--- src/rtl/network_sequencer.sv ---
// Inference sequencer for the stochastic bitstream network: accept a vector,
// settle, flush the integrators, run a fixed window, capture and hand the counts downstream.
module network_sequencer #(
  parameter int INPUT_SIZE    = 4,
  parameter int OUTPUT_SIZE   = 3,
  parameter int STREAM_LEN    = 256,
  parameter int SETTLE_CYCLES = 8
) (
  input  logic clk,
  input  logic n_rst,
  input  logic in_valid,
  output logic in_ready,
  input  int   in_data    [INPUT_SIZE],
  output int   net_input  [INPUT_SIZE],
  output logic net_compute,
  input  int   net_output [OUTPUT_SIZE],
  output logic out_valid,
  input  logic out_ready,
  output int   out_data   [OUTPUT_SIZE],
  output logic busy
);

  // state   | meaning
  // IDLE    | waiting for an input vector (in_ready high)
  // SETTLE  | inputs loaded, letting the layer pipeline settle
  // FLUSH   | compute pulse that discards counts from the previous input
  // RUN     | bitstream window of STREAM_LEN cycles
  // CAPTURE | compute pulse that captures the window's counts
  // LATCH   | captured counts are on net_output; register them
  // DONE    | result presented until out_ready

  localparam int CNT_MAX = (STREAM_LEN > SETTLE_CYCLES) ? STREAM_LEN : SETTLE_CYCLES;
  localparam int CW      = $clog2(CNT_MAX + 1);
  localparam logic [CW-1:0] SETTLE_LAST = CW'((SETTLE_CYCLES > 0) ? SETTLE_CYCLES - 1 : 0);
  localparam logic [CW-1:0] RUN_LAST    = CW'(STREAM_LEN - 1);

  typedef enum logic [2:0] {
    S_IDLE, S_SETTLE, S_FLUSH, S_RUN, S_CAPTURE, S_LATCH, S_DONE
  } state_t;

  state_t          state, state_nxt;
  logic [CW-1:0]   cnt, cnt_nxt;

  always_comb begin
    state_nxt = state;
    cnt_nxt   = cnt;
    case (state)
      S_IDLE: begin
        if (in_valid) begin
          state_nxt = (SETTLE_CYCLES == 0) ? S_FLUSH : S_SETTLE;
          cnt_nxt   = '0;
        end
      end
      S_SETTLE: begin
        cnt_nxt = cnt + CW'(1);
        if (cnt == SETTLE_LAST) state_nxt = S_FLUSH;
      end
      S_FLUSH: begin
        cnt_nxt   = '0;
        state_nxt = S_RUN;
      end
      S_RUN: begin
        // the terminal value STREAM_LEN still fits in CW bits, so no wrap
        cnt_nxt = cnt + CW'(1);
        if (cnt == RUN_LAST) state_nxt = S_CAPTURE;
      end
      S_CAPTURE: state_nxt = S_LATCH;
      S_LATCH:   state_nxt = S_DONE;
      S_DONE:    if (out_ready) state_nxt = S_IDLE;
      default:   state_nxt = S_IDLE;
    endcase
  end

  always_ff @(posedge clk or negedge n_rst) begin
    if (!n_rst) begin
      state       <= S_IDLE;
      cnt         <= '0;
      net_compute <= 1'b0;
      net_input   <= '{default: 0};
      out_data    <= '{default: 0};
    end else begin
      state       <= state_nxt;
      cnt         <= cnt_nxt;
      // registered from the next state so the pulse lines up with FLUSH/CAPTURE
      net_compute <= (state_nxt == S_FLUSH) || (state_nxt == S_CAPTURE);
      if (state == S_IDLE && in_valid) net_input <= in_data;
      if (state == S_LATCH) out_data <= net_output;
    end
  end

  assign in_ready  = (state == S_IDLE);
  assign out_valid = (state == S_DONE);
  assign busy      = (state != S_IDLE);

endmodule

--- config.mk ---
export PLATFORM = sky130hd
export DESIGN_NAME = network_sequencer
export DESIGN_NICKNAME = d
export VERILOG_FILES = /design/src/rtl/network_sequencer.sv
export SDC_FILE = /design/constraint.sdc
export NUM_CORES = 1
export LEC_CHECK = 0
export CORE_AREA = 4 4 176 178
export DETAILED_ROUTE_END_ITERATION = 10
export DIE_AREA = 0 0 180 182
export PLACE_DENSITY = 0.69
export SLEW_MARGIN = 15
export SYNTH_ARGS = -nofsm -noshare
export SYNTH_HDL_FRONTEND = slang
export SYNTH_SLANG_ARGS = --single-unit
--- constraint.sdc ---
create_clock -name clk -period 1.6 [get_ports clk]
set_input_delay 0.16 -clock clk [delete_from_list [all_inputs] [get_ports clk]]
set_output_delay 0.16 -clock clk [all_outputs]
set_load 0.05 [all_outputs]
==> results.py <==
metrics = {
    "outcome": {
        "status": "complete, but fails checks",
        "violations": "setup timing",
    },
    "sta": {
        "slew_headroom_pct": 64.5,
        "min_period_ps": 1850,
        "post-route-period-util_pct": 115,
        "fin_setup_tns_ps": -26520,
        "setup_ws_ps": -246,
        "setup_viol": 131,
        "fmax_mhz": 542,
        "finalHoldViolCount": 0,
        "maxSlewViolCount": 0,
        "tightest_slew_ps": 532,
        "grt_setup_unrepaired": "yes",
        "whs_ps": 191,
        "clock_skew_ps": 12.9,
    },
    "grt": {
        "grt-ovfl-total": 0,
        "grt_pass1_vias": 7180,
        "grt_max_degree": 63,
        "antenna_found_initial": 1,
        "grt_pass1_wl_um": 44000,
        "track_usage_pct": 16.9,
    },
    "critical_path": {
        "required_ps": 2000,
        "critPathMostFrequentCell": "buf_12",
        "path_max_fanout": 16,
        "end_kind": "flop",
        "crit_arrival_ps": 2240,
        "critPathSlowestCell": "or3_4",
        "startpoint_type": "flop",
        "slowest_delay_ps": 430,
        "path_class": "flop to flop",
        "worstPathCellList": "or3_4 > inv_8 > and2_4 > buf_12 > buf_12 > mux2_4",
    },
    "synth": {
        "ys_warn_count": 0,
        "syn_nets": 782,
        "netlist.area_leader.share_pct": 62.0,
        "seq_area_frac_synth_pct": 62.0,
        "syn_area_um2": 9560,
        "synthFlopType": "dfrtp_1",
        "synth_cell_type_count": 38,
        "yosysTopAreaCell": "dfrtp_1",
        "synthCells": 552,
        "synth-async-reset-ratio_pct": 100,
        "synth-edff-count": 0,
        "avgSynthCellArea_um2": 17.3,
        "ys_seq_elements": 237,
        "synth_area_leaders": "dfrtp_1, mux2_4, mux2_2",
    },
    "clocking": {
        "clk_latency_ps": 520,
        "htree_levels": 1,
        "cts_made_buffers": 27,
        "cts_root_buf": "clkbuf_16",
        "numClockSinks": 237,
        "clk_path_buf_depth": 3,
        "cts_tree": "yes",
        "clkTransAtPathRegs_ps": 60,
    },
    "final_layout": {
        "final-instance-count-excl-fill": 1486,
        "final_cell_area_um2": 15800,
        "drive_above_1_share_pct": 52.2,
        "final_common_cell": "buf_4",
        "mostFrequentLayoutCells": "buf_4, dfrtp_1, clkdlybuf4s50_1",
        "nNetsFinal": 1309,
        "area_delta_synth_final_pct": 64.9,
    },
    "placed_design": {
        "place_hpwl_um": 21900,
        "dp.cells": 1417,
        "io_buffers": 455,
        "dpl_cell_area_um2": 14300,
        "gp_congestion": 0.809,
    },
    "worst_hold_path": {
        "min_path_type": "primary input to asynchronous set/reset pin",
    },
    "power_and_ir_drop": {
        "total_power_mw": 34.9,
        "power_density_nw_per_um2": 2220,
        "p_leak_nw": 7.32,
        "vdd_drop_max_mv": 1.27,
    },
    "detailed_routing": {
        "dr.first_iter.drc_count": 341,
        "avgRoutedWirePerCell_um": 20.0,
        "drc": 0,
        "wirelength_um": 29700,
        "drtAntennaViolNets": 0,
        "vias": 6760,
        "dr.pass1.iters": 4,
        "viasPerCell": 4.55,
    },
    "floorplanning": {
        "dieHeight_um": 182,
        "dieWidth_um": 180,
        "start_util_pct": 32.5,
        "core_area_um2": 29400,
        "die-area_um2": 32800,
        "ios": 456,
        "num_rows": 63,
    },
    "job": {
        "drv_cap": 0,
    },
}
==> layer usage <==
layer  global-route usage, %  share of wire [%]
met4                    4.42                2.0
met1                    20.4                 39
met2                    30.1                 52
met5                       0                  0
met3                    4.15                6.6
==> worst paths after layout <==
| path | slack [ps] | startpoint | end | cells after the start |
|---|---|---|---|---|
| worst max-delay path | -250 | state[0]$_DFF_PN0_ | net_input[4]$_DFFE_PN0P_ | 6 |
| worst min-delay path | 190 | n_rst | net_input[8]$_DFFE_PN0P_ | 2 |
| worst max register to register | -250 | state[0]$_DFF_PN0_ | net_input[4]$_DFFE_PN0P_ | 6 |
| worst min register to register | 500 | net_input[87]$_DFFE_PN0P_ | net_input[87]$_DFFE_PN0P_ | 1 |
| max in group asynchronous | 810 | n_rst | net_input[89]$_DFFE_PN0P_ | 3 |
| min in group clk | 240 | in_data[87] | net_input[87]$_DFFE_PN0P_ | 2 |
==> layout make-up <==
| class | instances | area [um2] |
|---|---|---|
| antenna | 1 | 2.50 |
| clock buffer | 40 | 795 |
| clock inverter | 5 | 125 |
| fill | 2415 | 13600 |
| inverter | 3 | 18.8 |
| multi-input combinational | 287 | 3470 |
| sequential | 237 | 5930 |
| tap | 390 | 488 |
| timing repair buffer | 523 | 4930 |
==> stage by stage <==
step	utilization, %	setup WS [ps]
floorplan	-	-352
finish	53.6	-246
global route	53.6	-296
global placement	48.7	-304
detailed placement	48.7	-324
CTS	52.7	-244
==> state kept, by name, summed over array words and instances, names as in the netlist <==
register	count
state	3
out_data	96
net_compute	1
net_input	128
cnt	9
==> report_power, final <==
group,total (mW),leakage [nW],internal (mW),switching (mW)
logic,18.4,3.95,6.73,11.7
registers,10.1,2.92,8.59,1.55
clock network,6.39,0.451,4.03,2.36
total,34.9,7.32,19.3,15.6
==> cell usage after synthesis, types with 2 or more instances <==
| library cell | instances |
|---|---|
| or4_1 | 3 |
| inv_1 | 2 |
| a22o_1 | 2 |
| o211ai_1 | 3 |
| mux2_2 | 113 |
| mux2_1 | 12 |
| buf_2 | 10 |
| o21ai_0 | 9 |
| buf_12 | 11 |
| nor3b_1 | 2 |
| nor3_1 | 3 |
| mux2_4 | 100 |
| ha_1 | 2 |
| nand3_1 | 6 |
| buf_6 | 4 |
| nor2_1 | 2 |
| nor2b_1 | 3 |
| clkbuf_1 | 3 |
| nand2_1 | 7 |
| dfrtp_1 | 237 |
==> critical path: cells and delay by family (launching register included) <==
family | cells | cell delay, ps
and+or+nand+nor | 2 | 580
muxes | 1 | 310
buffers and inverters | 3 | 410
DFF | 1 | 380
==> kinds of logic (layout without fill, tap and decap cells) <==
kind of cell | after synthesis | after routing | synth area share, %
mux | 226 | 226 | 30.5
simple gates | 34 | 37 | 2.04
flops | 237 | 237 | 62.0
compound gates | 22 | 22 | 1.61
other cells | 0 | 1 | 0
fa+ha+maj | 2 | 2 | 0.262
buf+inv | 31 | 571 | 3.53
==> repair_timing <==
item                                    CTS  global route
endpoints found under the setup margin  225           197
pin swaps                                 3             4
resized for setup                        23            22
setup buffers                             9             2
endpoints found under the hold margin    71             0
gates cloned                              3            10
hold buffers                              1             0
Note: power is estimated with default switching activity, not from simulation.
